<file path="config.mk">
export PLATFORM = sky130hd
export DESIGN_NAME = rvfi_check_sequencer
export DESIGN_NICKNAME = d
export VERILOG_FILES = /design/src/rtl/rvfi_check_sequencer_pkg.sv /design/src/rtl/rvfi_rr_pick.sv /design/src/rtl/rvfi_check_sequencer.sv
export SDC_FILE = /design/constraint.sdc
export NUM_CORES = 1
export LEC_CHECK = 0
export ABC_AREA = 1
export CELL_PAD_IN_SITES_DETAIL_PLACEMENT = 1
export CELL_PAD_IN_SITES_GLOBAL_PLACEMENT = 2
export CORE_UTILIZATION = 35
export DETAILED_ROUTE_END_ITERATION = 8
export DONT_BUFFER_PORTS = 1
export PLACE_DENSITY_LB_ADDON = 0.1
export SYNTH_ARGS = -nofsm -noshare
export SYNTH_HDL_FRONTEND = slang
export SYNTH_SLANG_ARGS = --single-unit
</file>
<file path="constraint.sdc">
create_clock -name clock -period 2.6 [get_ports clock]
set_input_delay 0.52 -clock clock [delete_from_list [all_inputs] [get_ports clock]]
set_output_delay 0.52 -clock clock [all_outputs]
set_load 0.05 [all_outputs]
</file>
<file path="src/rtl/rvfi_check_sequencer_pkg.sv">
// Shared types for the RVFI check sequencer.
// FSM state encoding and channel-index width helper.
package rvfi_seq_pkg;

  typedef enum logic [1:0] {
    S_HOLD,
    S_WARM,
    S_ARMED,
    S_DONE
  } seq_state_e;

  function automatic int idx_w(input int n);
    int w;
    w = $clog2(n);
    return (w < 1) ? 1 : w;
  endfunction

endpackage

</file>
<file path="src/rtl/rvfi_rr_pick.sv">
// Combinational round-robin picker.
// Returns the first request at or above ptr, wrapping.
module rvfi_rr_pick
  import rvfi_seq_pkg::*;
#(
  parameter  int N  = 1,
  localparam int IW = idx_w(N)
) (
  input  logic [N-1:0]  req,
  input  logic [IW-1:0] ptr,
  output logic          any,
  output logic [IW-1:0] idx
);

  logic [IW:0] w_sum;

  // scan downward so the smallest offset from ptr wins
  always_comb begin
    any   = 1'b0;
    idx   = '0;
    w_sum = '0;
    for (int k = N - 1; k >= 0; k--) begin
      w_sum = {1'b0, ptr} + (IW+1)'(k);
      if (w_sum >= (IW+1)'(N))
        w_sum = w_sum - (IW+1)'(N);
      if (req[w_sum[IW-1:0]]) begin
        any = 1'b1;
        idx = w_sum[IW-1:0];
      end
    end
  end

endmodule

</file>
<file path="src/rtl/rvfi_check_sequencer.sv">
// Single-shot check sequencer for RVFI channels.
// Holds core reset, warms up, then fires one check.
module rvfi_check_sequencer
  import rvfi_seq_pkg::*;
#(
  parameter  int NRET         = 1,
  parameter  int RESET_CYCLES = 1,
  parameter  int CHECK_CYCLE  = 10,
  parameter  int WINDOW       = 4,
  localparam int IW           = idx_w(NRET)
) (
  input  logic            clock,
  input  logic            reset,
  input  logic [NRET-1:0] rvfi_valid,
  input  logic [NRET-1:0] rvfi_trap,
  output logic            core_reset,
  output logic            check,
  output logic [IW-1:0]   check_idx,
  output logic            fired,
  output logic            timeout,
  output logic            busy
);

  localparam int MX1 =
    (RESET_CYCLES > CHECK_CYCLE) ?
    RESET_CYCLES : CHECK_CYCLE;
  localparam int MX =
    (MX1 > WINDOW) ? MX1 : WINDOW;
  localparam int CW = $clog2(MX + 1);

  localparam logic [CW-1:0] RC_LAST =
    CW'(RESET_CYCLES - 1);
  localparam logic [CW-1:0] CC_LAST =
    CW'((CHECK_CYCLE > 0) ? CHECK_CYCLE - 1 : 0);
  localparam logic [CW-1:0] WN_LAST =
    CW'(WINDOW - 1);

  seq_state_e    r_state;
  seq_state_e    w_state_nxt;
  logic [CW-1:0] r_cnt;
  logic [CW-1:0] w_cnt_nxt;
  logic [IW-1:0] r_ptr;
  logic [IW-1:0] w_ptr_nxt;
  logic          r_core_reset;
  logic          r_fired;
  logic          r_timeout;
  logic          w_fire;
  logic          w_to_set;
  logic          w_any;
  logic [IW-1:0] w_idx;
  logic          w_unused_trap;

  // trap is a checker-side concern only
  assign w_unused_trap = ^rvfi_trap;

  rvfi_rr_pick #(
    .N (NRET)
  ) u_pick (
    .req (rvfi_valid),
    .ptr (r_ptr),
    .any (w_any),
    .idx (w_idx)
  );

  // next-state, counter and pointer logic
  always_comb begin
    w_state_nxt = r_state;
    w_cnt_nxt   = r_cnt;
    w_ptr_nxt   = r_ptr;
    w_fire      = 1'b0;
    w_to_set    = 1'b0;
    unique case (r_state)
      S_HOLD: begin
        if (r_cnt == RC_LAST) begin
          w_cnt_nxt   = '0;
          w_state_nxt = (CHECK_CYCLE == 0) ?
                        S_ARMED : S_WARM;
        end else begin
          w_cnt_nxt = r_cnt + CW'(1);
        end
      end
      S_WARM: begin
        if (r_cnt == CC_LAST) begin
          w_cnt_nxt   = '0;
          w_state_nxt = S_ARMED;
        end else begin
          w_cnt_nxt = r_cnt + CW'(1);
        end
      end
      S_ARMED: begin
        if (w_any) begin
          w_fire      = 1'b1;
          w_state_nxt = S_DONE;
          w_cnt_nxt   = '0;
          w_ptr_nxt   = (w_idx == IW'(NRET - 1)) ?
                        '0 : w_idx + IW'(1);
        end else if (r_cnt == WN_LAST) begin
          w_to_set    = 1'b1;
          w_state_nxt = S_DONE;
          w_cnt_nxt   = '0;
        end else begin
          w_cnt_nxt = r_cnt + CW'(1);
        end
      end
      S_DONE: begin
        w_state_nxt = S_DONE;
      end
      default: begin
        w_state_nxt = S_HOLD;
      end
    endcase
  end

  // state, counter, pointer and sticky flags
  always_ff @(posedge clock) begin
    if (reset) begin
      r_state      <= S_HOLD;
      r_cnt        <= '0;
      r_ptr        <= '0;
      r_core_reset <= 1'b1;
      r_fired      <= 1'b0;
      r_timeout    <= 1'b0;
    end else begin
      r_state      <= w_state_nxt;
      r_cnt        <= w_cnt_nxt;
      r_ptr        <= w_ptr_nxt;
      r_core_reset <= (w_state_nxt == S_HOLD);
      if (w_fire)
        r_fired <= 1'b1;
      if (w_to_set)
        r_timeout <= 1'b1;
    end
  end

  assign check = (r_state == S_ARMED) &
                 w_any & ~reset;
  assign check_idx  = check ? w_idx : '0;
  assign busy       = (r_state != S_DONE);
  assign core_reset = r_core_reset;
  assign fired      = r_fired;
  assign timeout    = r_timeout;

endmodule

</file>
Word-level counts from Yosys, hierarchy flattened
Index checks and enable logic that the tools add are counted.
- $add $sub $neg: 3
- magnitude comparators: 2
- eq/ne operators: 6
- multiplexer cells: 21
- bitwise logic cells: 3
- reduce and logical (&&, ||, !) cells: 5
- operators by type and width (cell ; count):
    two-way mux 4 bit ; 4
    one-hot mux 4 bit (3 select lines) ; 1
    two-way mux 1 bit ; 11
    two-way mux 2 bit ; 4
    one-hot mux 2 bit (4 select lines) ; 1
    adder 4 x 1 -> 4 bit, second input constant ; 1
    equality test 2 bit, second input constant ; 2
    equality test 4 x 2 -> 1 bit, second input constant ; 1
    equality test 4 bit, second input constant ; 1
    zero test 2 bit ; 2
    zero test 4 bit ; 1
    nonzero test 3 bit ; 1
    AND 1 bit ; 2
    equality test 2 x 1 -> 1 bit, second input constant ; 1
    inequality test 2 bit, second input constant ; 1
    AND reduction 2 bit ; 1
    adder 1 bit, second input constant ; 1
    greater-or-equal comparator 1 bit, second input constant ; 1
    < comparator 1 bit, second input constant ; 1
    NOT 1 bit ; 1
    subtractor 1 bit, second input constant ; 1
- register bits after elaboration: 10
- bits of input ports: 4
- output and inout port bits: 6
- word-level logic and storage cells: 46

Logic depth before layout (Yosys ltp)
Gate-level depths: netlist of run 1.
- depth in word-level cells: 8
- mapped depth: 9
- mapped depth without buffers: 9

Modules after synthesis
A second synthesis of run 1 with hierarchy kept.
- cells, all modules: 88
- area, all modules: 590.6 µm²
- modules (own cells, without submodules) (module ; times used ; cells each ; area each (µm²) ; seq. area each (µm²)):
    rvfi_check_sequencer ; 1 ; 85 ; 571.8 ; 180.2
    rvfi_rr_pick ; 1 ; 3 ; 18.8 ; 0.0

Worst setup path before layout of run 1
No wires, ideal clock.
- kind: register -> output
- start point: reg r_state[0]
- end point: out check
- arrival time: 1376 ps
- data required time: 2080 ps
- slack: 704 ps
- stages on the path, launching flop included: 5
- path buffers: 0
- cells stage by stage: dfxtp_1 > inv_1 > ha_1 > nand2_1 > nor2_1
- longest elaborated chain between the ends: 3
- RTL lines (what ; RTL line ; text):
    from (decl) ; rvfi_check_sequencer.sv:38 ; seq_state_e r_state;
    from (signal assigned) ; rvfi_check_sequencer.sv:124 ; r_state <= w_state_nxt;
    equality test 2 bit ; rvfi_check_sequencer.sv:135 ; assign check = (r_state == S_ARMED) &
    AND 1 bit ; rvfi_check_sequencer.sv:135 ;
    AND 1 bit ; rvfi_check_sequencer.sv:136 ; w_any & ~reset;
    to (decl) ; rvfi_check_sequencer.sv:17 ; output logic check,
Every way passes these cells.

Worst setup path after layout of run 1
Same ends and word-level chain as after synthesis.

==> impl_results.md, run 1 <==
* Status: complete, no violations
* DP Area at 605.6 um^2
* Maximum capacitance violations at 0
* Sw Share at 40.15%
* Top post-synthesis cells by area: dfxtp_1 (31%), ha_1 (15%), nand2_1 (12%)
* Buffers on Ports at 0
* VDD IR max at 0.4054 mV
* Crit Path Class: flop to output port
* Syn Nets at 91
* Die Y at between 40 and 50 um
* Via/cell ratio at 5.070
* Most frequent cells in the layout: nand2_1 (18), inv_1 (10), nand3_1 (10)
* DP Wirelength at 1.032 mm
* Most common cell after layout, fill and taps aside: nand2_1
* Max Freq at 518.8 MHz
* Final wirelength at 1.255 mm
* Worst slew margin at 60.83%
* XOR/XNOR share of the synthesized area at 1.496%
* Final Hold Vio Count at 0
* IO Pins at 10
* Int Pwr at 281.6 uW
* Final Instance Count excl. Fillers at 100
* Post-Synthesis Cells at 80
* Sinks on the clock net at 9
* Grt ovf at 0
* Area Growth Syn to Fin at 7.906%
* Post-Syn Area at 585.6 um^2
* WHS at 0.3190 ns
* GPL Wtd Cong at 0.7013
* Power share of the clock group at a little under a quarter
* Core area at 0.001541 mm^2
* Critical Path AT at around 1.4 ns
* CP Max Fanout at 5
* Final net count at 96
* Unique masters post-synth at 19
* Hold path cells at 1
* Worst path max stage delay at approximately 0.34 ns
* Post-layout minimum cycle time at 1.928 ns
* Placed insts at 96
* First-pass GRT wire length at 2.139 mm
* R2R cell count at 6
* Cell depth of the worst setup path at 5
* Gate power share at between 30% and 40%
* Min-Delay Path Class: primary input to flop
* Worst Max-Slew Pin Slew at between 0.5 and 0.6 ns
* Synth top area share at 30.77%
* Sequential element share of the synthesized area at 30.77%
* Flops & latches, synth at 9
* Via count at 507
* CTS Buf Count at 3
* Layout cell share with drive strength beyond 1 at 14.29%
* First-iteration detailed-routing DRC count at 8
* Cell area after layout at around 630 um^2
* Main combinational cell family by area after synthesis: simple AND/OR/NAND/NOR gates
* Die X at ~43 um
* Antenna-violating nets left at 0
* Post-synthesis mux area share at 0%
* Vias in the first global route at 512
* Leakage Power at ~0.00029 uW
* Final clock period utilization by the worst path at between 70% and 80%
* RSZ-0062 raised after global routing: no
* Critical Path Start: r_state[0]
* Crit Reg-Reg Startpoint: r_state[0]
* CP delay by family, top: flip-flops
* CP required at 2.08 ns
* Worst Path Buf+Inv at 2
* Antenna cells at 0
* DIE AREA at 0.001840 mm^2
* Pwr Density at 744.7 mW/mm^2
* Reg clk slew, reported paths at 0.07 ns
* Hold-fix buffers, CTS at 0
* Starting density of the core at between 30% and 40%
* Worst-case clock buffer depth at 2
* Hold wc startpoint: reset
* Sequential share of power at between 40 and 50%
* DR DRC count at 0
* DR WL/cell at 12.55 um
* Worst-skew pair later-pin latency at 0.26 ns
* Root buf cell: clkbuf_4
* Synth area leader: dfxtp_1
* CP cell instances: inv_1 -> ha_1 -> nand2_1 -> nor2_1 -> buf_4
* Core Rows at 14
* Setup TNS at 0 ns
* Overall Global Routing Usage at between 10% and 20%
* Slew Viols, Final at 0
* Sw Pwr at 188.9 uW
* CTS tree: yes
* Resized cells post-CTS at 0
* Pin count of the biggest net entering global routing at 8
* 1st-pass router iterations at 4
* Final setup violation count at 0
* Skew final at 0.009798 ns
* # Post-CTS Setup Buffers at 0
* Htree depth at 1
* Initial antenna violation count at 0
* Synth Area in Compound Gates at 11.32%
* Crit end category: output port
* Fin worst setup slack at 0.6723 ns
* Adder-Cell Fraction of Synth Area at 14.96%
* Worst slack, placed at 0.9368 ns
* Yosys warns at 0
* Crit-path slowest cell: dfxtp_1
* Syn Area/Cell at 7.320 um^2
* Startpoint Class: flop
* Simple-Gate Fraction of Synth Area at 31.84%
## flip-flops by register name (all words and copies together) (netlist names)
register / count
core_reset: 1
fired: 1
r_cnt: 4
r_state: 2
timeout: 1
## logic make-up after synthesis
logic type / Yosys count
and+or+nand+nor: 38
buffers and inverters: 13
AOI/OAI and AO/OA: 11
DFF: 9
adders and majority gates: 7
xor gates and xnor gates: 1
other: 1
## power groups by stage
stage | Combinational, uW | Sequential [uW] | Clock, uW
after floorplan | 137 | 196 | 0
after global placement | 163 | 201 | 0
after detailed placement | 165 | 201 | 0
after CTS | 166 | 198 | 111
after global routing | 186 | 201 | 119
final | 165 | 198 | 108
## path summary, 6_finish.rpt
kind                end  slack (ns)
max               check        0.67
min            r_cnt[1]        0.32
max reg2reg  core_reset        1.01
min reg2reg    r_cnt[1]        0.51
## per-stage QoR
step	utilization, %	total power (uW)
2_1_floorplan	-	333.2
3_3_place_gp	39.29	364.0
3_5_place_dp	39.29	365.8
4_1_cts	40.99	475.0
5_1_grt	40.99	506.2
6_report	40.99	470.6
## synthesized netlist by cell type
| cell | instances |
|---|---|
| nor2_1 | 4 |
| buf_4 | 1 |
| inv_2 | 2 |
| ha_1 | 7 |
| nand2_1 | 18 |
| nand3_2 | 1 |
| inv_1 | 10 |
| nand3_1 | 10 |
| a31oi_2 | 1 |
| a21oi_2 | 1 |
| nand4_1 | 1 |
| conb_1 | 1 |
| o21ai_0 | 2 |
| nand3_4 | 1 |
| a21oi_1 | 7 |
| xor2_1 | 1 |
| nand2_2 | 2 |
| dfxtp_1 | 9 |
| nand3b_1 | 1 |
## metal layers
metal	share of wire, %	global-route usage (%)
met1	53	23.26
met2	41	21.52
met3	5.7	3.830
met4	0.88	5.625
met5	0	0
## area by class of cell
type,count,area [um^2]
tap,16,20.02
clock buffer,4,26.28
multi-input combinational,58,352.8
sequential,9,180.2
fill,209,909.6
inverter,12,45.04
timing repair buffer,1,7.507
No activity file was read; power rests on OpenSTA's default activity.
==> inputs of run 2 (changes only) <==
--- a/config.mk
+++ b/config.mk
@@ -5,7 +5,7 @@
 export SDC_FILE = /design/constraint.sdc
 export NUM_CORES = 1
 export LEC_CHECK = 0
-export ABC_AREA = 1
+export ABC_AREA = 0
 export CELL_PAD_IN_SITES_DETAIL_PLACEMENT = 1
 export CELL_PAD_IN_SITES_GLOBAL_PLACEMENT = 2
 export CORE_UTILIZATION = 35
==> constraint.sdc (replaced) <==
create_clock -name clock -period 2 [get_ports clock]
set_input_delay 0.4 -clock clock [delete_from_list [all_inputs] [get_ports clock]]
set_output_delay 0.4 -clock clock [all_outputs]
set_load 0.05 [all_outputs]
==> run 2 against run 1 <==
Against the previous run:
- hold slack got worse by 0.12 ns
- clock skew decreased by 0.0030 ns
- worst setup slack got worse by 0.47 ns
- highest routed layer unchanged
- via count decreased by 5.7%
- wire length decreased by 0.64%
- flip-flop and latch count unchanged
- combinational power increased to 2.7 times the previous value
==> impl_results.md, run 2 <==
* Status: complete, no violations
* Worst slew margin at 66.43%
* First-iteration detailed-routing DRC count at 1
* Unique masters post-synth at 28
* Buffers on Ports at 0
* Worst path max stage delay at 0.43 ns
* Pwr Density at 1412 mW/mm^2
* Layout cell share with drive strength beyond 1 at 15.71%
* Most frequent cells in the layout: dfxtp_1 (9), inv_1 (8), ha_1 (7)
* Pin count of the biggest net entering global routing at 10
* Resized cells post-CTS at 0
* Grt ovf at 0
* Initial antenna violation count at 0
* # Post-CTS Setup Buffers at 0
* Simple-Gate Fraction of Synth Area at 15.57%
* Main combinational cell family by area after synthesis: compound AO/OA/AOI/OAI gates
* Most common cell in the synthesized netlist: dfxtp_1
* Max Freq at 556.8 MHz
* DR WL/cell at approximately 15 um
* Skew final at 0.006768 ns
* EDFF count, synth at 0
* DIE AREA at 0.001844 mm^2
* Leakage Power at 0.0002546 uW
* Most flops, register: r_cnt
* 1st-pass router iterations at 2
* Top post-synthesis cells by area: dfxtp_1 (31%), ha_1 (15%), o2111ai_1 (6.0%)
* Final Core Density at 41.31%
* Most common cell after layout, fill and taps aside: dfxtp_1
* Gate power share at 49.0%
* Synth top area share at between 30 and 40%
* Int Pwr at 461.3 uW
* XOR/XNOR share of the synthesized area at 0%
* Asr flop ratio synth at 0%
* Hold-fix buffers, CTS at 0
* Flops & latches, synth at 9
* Area Growth Syn to Fin at 8.529%
* Final setup violation count at 0
* Final wirelength at between 1 and 1.5 mm
* Crit-path slowest cell: dfxtp_1
* Cell area after layout at 636.9 um^2
* Total power at about 900 uW
* Crit end category: output port
* Syn Nets at 77
* Post-Syn Area at 586.8 um^2
* DP Area at 610.6 um^2
* Final Hold Vio Count at 0
* Top flop regs: r_cnt x4, r_state x2
* Crit Path Class: flop to output port
* Yosys warns at 0
* Starting density of the core at around two fifths
* Sequential element share of the synthesized area at between 30% and 40%
* Startpoint Class: flop
* RSZ-0062 raised after global routing: no
* Htree depth at 1
* CP Max Fanout at 6
* Setup TNS at 0 ns
* Root buf cell: clkbuf_4
* GPL Wtd Cong at 0.7700
* CTS tree: yes
* Worst Max-Slew Pin Slew at between 0.5 and 0.6 ns
* Critical Path AT at 1.40 ns
* Max reg flops at 4
* Post-layout minimum cycle time at 1.796 ns
* Maximum capacitance violations at 0
* First-pass GRT wire length at 2.076 mm
* Via count at 478
* Sequential share of power at 34.9%
* Core area at about 0.0015 mm^2
* Adder-Cell Fraction of Synth Area at 14.93%
* Reg clk slew, reported paths at 0.07 ns
* DP Wirelength at 925.7 um
* Synth Area in Compound Gates at ~30%
* Worst-skew pair later-pin latency at 0.26 ns
* VDD IR max at 0.4477 mV
* Via/cell ratio at roughly 5.6
* Post-Synthesis Cells at 66
* Worst-case clock buffer depth at 2
* Die Y at ~43 um
* Antenna-violating nets left at 0
* Min-Delay Path Class: primary input to flop
* CTS Buf Count at 3
* Overall Global Routing Usage at about 16%
* Final clock period utilization by the worst path at 89.81%
* Core Rows at 14
* Sw Pwr at 438.2 uW
* Power share of the clock group at 16.0%
* Sinks on the clock net at 9
* Antenna cells at 0
* Slew Viols, Final at 0
* Final net count at 82
* Die X at 42.95 um
* DR DRC count at 0
* CP required at 1.60 ns
* Post-synthesis mux area share at 0%
* CP cell instances: ha_1 -> nand2_1 -> nor2_1 -> buf_4
* Sw Share at 48.71%
* Synth area leader: dfxtp_1
* Syn Area/Cell at 8.891 um^2
* Vias in the first global route at 436
* Synth cell count leaders: dfxtp_1 (9), inv_1 (8), ha_1 (7), a21oi_1 (6), nor2_1 (5)
* Ys flop type: dfxtp_1
* IO Pins at 10
==> run 2: changes by cell type in the layout (fill, tap and decap cells not counted), sizes merged, moves of 2 or more <==
| cell | previous run | this run |
|---|---|---|
| nand2 | 20 | 4 |
| nand3 | 12 | 1 |
| o2111ai | 0 | 4 |
| inv | 12 | 9 |
| a21oi | 8 | 6 |
| a31oi | 1 | 3 |
==> run 2: routing by layer <==
| metal | wire (um) | share of wire [%] | vias up | track usage [%] |
|---|---|---|---|---|
| met2 | 516 | 41 | 7 | 18.79 |
| met5 | 0 | 0 | - | 0 |
| li1 | - | - | 243 | - |
| met1 | 670 | 54 | 226 | 23.45 |
| met4 | 18 | 1.4 | 0 | 10.91 |
| met3 | 42 | 3.4 | 2 | 3.830 |
==> run 2: path summary, 6_finish.rpt <==
kind              start        to  slack (ns)  depth (start not counted)
max          r_state[1]     check        0.20                          4
min               reset  r_cnt[2]        0.19                          1
max reg2reg  r_state[1]  r_cnt[2]        0.30                          5
min reg2reg    r_cnt[1]  r_cnt[1]        0.50                          2
==> run 2: cell families (layout without fill, tap and decap cells) <==
logic type / Yosys count / count (layout)
AOI/OAI and AO/OA: 22 / 22
and+or+nand+nor: 16 / 16
buffers and inverters: 11 / 15
DFF: 9 / 9
adders and majority gates: 7 / 7
other: 1 / 1
==> run 2: metrics by stage <==
stage,instances,setup WS (ns),hold slack [ns]
finish,86,0.2039,0.1942
global route,86,0.04471,0.1737
CTS,86,0.1835,0.1851
detailed placement,82,0.2966,0.4715
global placement,82,0.2748,0.4703
floorplan,66,0.2159,0.4710
==> run 2: final cells by class <==
| cell class | count | area (um^2) |
|---|---|---|
| clock buffer | 4 | 26.28 |
| fill | 200 | 904.6 |
| inverter | 9 | 33.78 |
| multi-input combinational | 46 | 361.6 |
| sequential | 9 | 180.2 |
| tap | 16 | 20.02 |
| timing repair buffer | 2 | 15.01 |
==> run 2: worst max-delay path, delay by kind of cell (launching register included) <==
family / cells / cell delay (ns)
AND/OR/NAND/NOR: 2 / 0.20
buffers and inverters: 1 / 0.20
adder cells (fa/ha/maj): 1 / 0.31
flip-flops: 1 / 0.43
==> run 2: power groups by stage <==
stage / Clock [uW] / Sequential (uW) / Combinational (uW)
2_1_floorplan: 0 / 307 / 356
3_3_place_gp: 0 / 320 / 436
3_5_place_dp: 0 / 319 / 435
4_1_cts: 151 / 315 / 438
5_1_grt: 165 / 323 / 494
6_report: 144 / 314 / 441
==> inputs of run 3 (changes only) <==
--- a/config.mk
+++ b/config.mk
@@ -8,6 +8,7 @@
 export ABC_AREA = 0
 export CELL_PAD_IN_SITES_DETAIL_PLACEMENT = 1
 export CELL_PAD_IN_SITES_GLOBAL_PLACEMENT = 2
+export CORE_ASPECT_RATIO = 1.2
 export CORE_UTILIZATION = 35
 export DETAILED_ROUTE_END_ITERATION = 8
 export DONT_BUFFER_PORTS = 1
==> run 3 against run 2 <==
Against the previous run:
- critical path depth unchanged
- cell count up 1.2%
- first-iteration DRC count unchanged
- register-to-register slack worse by 0.03 ns
- highest routed layer unchanged
==> impl_results.md, run 3 (synthesis results as in run 2) <==
* Setup TNS at 0 ns
* Worst slew margin at 66.60%
* Startpoint Class: flop
* DIE AREA at 0.001845 mm^2
* Layout cell share with drive strength beyond 1 at between 10% and 20%
* Final setup violation count at 0
* Core area at 0.001501 mm^2
* Sw Pwr at ~440 uW
* Overall Global Routing Usage at a little under a fifth
* Met1 Usage GRT at 20.57%
* Crit end category: output port
* Skew final at 0.002089 ns
* Met3 global-route usage at 5.687%
* Worst-case clock buffer depth at 2
* Final net count at 82
* Final clock period utilization by the worst path at 91.36%
* Final Instance Count excl. Fillers at 87
* Status: complete, no violations
* GRT met2 Usage at 29.33%
* Pin count of the biggest net entering global routing at 10
* Die X at 39.38 um
* DR DRC count at 0
* Pwr Density at 1408 mW/mm^2
* First-iteration detailed-routing DRC count at 1
* First-pass GRT wire length at roughly 2.2 mm
* VDD IR max at between 0.5 and 0.6 mV
* Worst path max stage delay at 0.44 ns
* GRT Max-Usage Layer: met2
* Vias in the first global route at 495
* Final Hold Vio Count at 0
* Top flop regs: r_cnt x4, r_state x2
* Area of the multi-input gates at around 360 um^2
* CP delay by family, top: flip-flops
* Crit path to: check
* Placed insts at 83
* Area Growth Syn to Fin at 8.742%
* Total power at 898.3 uW
* Max Freq at 547.3 MHz
* Power share of the clock group at 15.9%
* Most common cell after layout, fill and taps aside: dfxtp_1
* Starting density of the core at 39.08%
* # Post-CTS Setup Buffers at 0
* Register area at approximately 180 um^2
* Crit Path Class: flop to output port
* Cell depth of the worst setup path at 4
* Die Y at between 40 and 50 um
* Crit Reg-Reg Startpoint: r_state[1]
* Gate power share at 48.8%
* Worst Path Buf+Inv at 1
* DP Wirelength at 930.7 um
* Max reg flops at 4
* Slew Viols, Final at 0
* Buffers on Ports at 0
* Most flops, register: r_cnt
* CTS Buf Count at 3
* CP required at 1.60 ns
* Post-layout minimum cycle time at 1.827 ns
* WHS at roughly 0.2 ns
* FF-to-FF setup slack at roughly 0.27 ns
* Final Core Density at 42.50%
* Root buf cell: clkbuf_4
* Sequential share of power at 35.2%
* RSZ-0062 raised after global routing: no
* Worst-skew pair later-pin latency at 0.26 ns
* Antenna cells at 0
* Critical R2R Capture: r_cnt[2]
* Crit-path slowest cell: dfxtp_1
* Reg clk slew, reported paths at 0.06 ns
* DR WL/cell at 14.59 um
* Leakage Power at 0.0002546 uW
* Via/cell ratio at ~5.4
* Via count at 473
* IO Pins at 10
* Initial antenna violation count at 0
* Critical Path AT at 1.43 ns
* 1st-pass router iterations at 2
* Worst Max-Slew Pin Slew at around 0.5 ns
* GPL Wtd Cong at between 0.6 and 0.7
* Most frequent cells in the layout: dfxtp_1 (9), inv_1 (8), ha_1 (7)
* CP cell instances: ha_1 -> nand2_1 -> nor2_1 -> buf_4
* Antenna-violating nets left at 0
* CTS tree: yes
* Core Rows at 15
* Final wirelength at around 1.3 mm
* Maximum capacitance violations at 0
* Critical Path Start: r_state[1]
* Resized cells post-CTS at 0
* Min-Delay Path Class: primary input to flop
* Grt ovf at 0
* Int Pwr at ~460 uW
* Htree depth at 1
* Sinks on the clock net at 9
* Sw Share at 48.56%
* R2R cell count at 5
* CP Max Fanout at 6
* Hold-fix buffers, CTS at 0
* Fill count at 194
## run 3: cell counts in the layout (fill, tap and decap cells not counted)
Identical to the previous run, type by type.
## run 3: worst min-delay path by stage
stage / start / cells past startpoint / endpoint / slack (ns)
floorplan: r_cnt[1] / 2 / r_cnt[1] / 0.47
global placement: reset / 1 / r_cnt[2] / 0.47
detailed placement: reset / 1 / r_cnt[2] / 0.47
CTS: reset / 1 / r_cnt[2] / 0.18
global route: reset / 1 / r_cnt[3] / 0.18
finish: reset / 1 / r_cnt[2] / 0.20
## run 3: layer usage
metal  vias to the layer above  share of wire, %
met5                         -                 0
met1                       223                47
met4                         0              0.79
met2                         6                49
met3                         2               2.9
li1                        242                 -
## run 3: power groups by stage
stage          sequential, uW  combinational [uW]  clock [uW]
3_5_place_dp              321                 438           0
3_3_place_gp              319                 434           0
4_1_cts                   317                 445         151
6_report                  317                 439         143
5_1_grt                   326                 488         160
2_1_floorplan             307                 356           0
## run 3: area by class of cell
class                      instances  share of cell area [%]
multi-input combinational         46                   56.67
sequential                         9                   28.24
inverter                           9                   5.294
clock buffer                       4                   4.118
tap                               17                   3.333
timing repair buffer               2                   2.353
## run 3: stage by stage
stage	worst slack (ns)	cell area [um^2]
floorplan	0.2159	586.8
global placement	0.2856	611.8
detailed placement	0.2790	611.8
CTS	0.1589	638.1
global route	0.06036	638.1
finish	0.1728	638.1
## run 3: worst register-to-register path: cells and delay by family, from the launching register on
kind,cells,cell delay [ns]
adder cells (fa/ha/maj),1,0.33
flip-flops,1,0.44
AO/OA/AOI/OAI,3,0.78
buffers and inverters,1,0.08
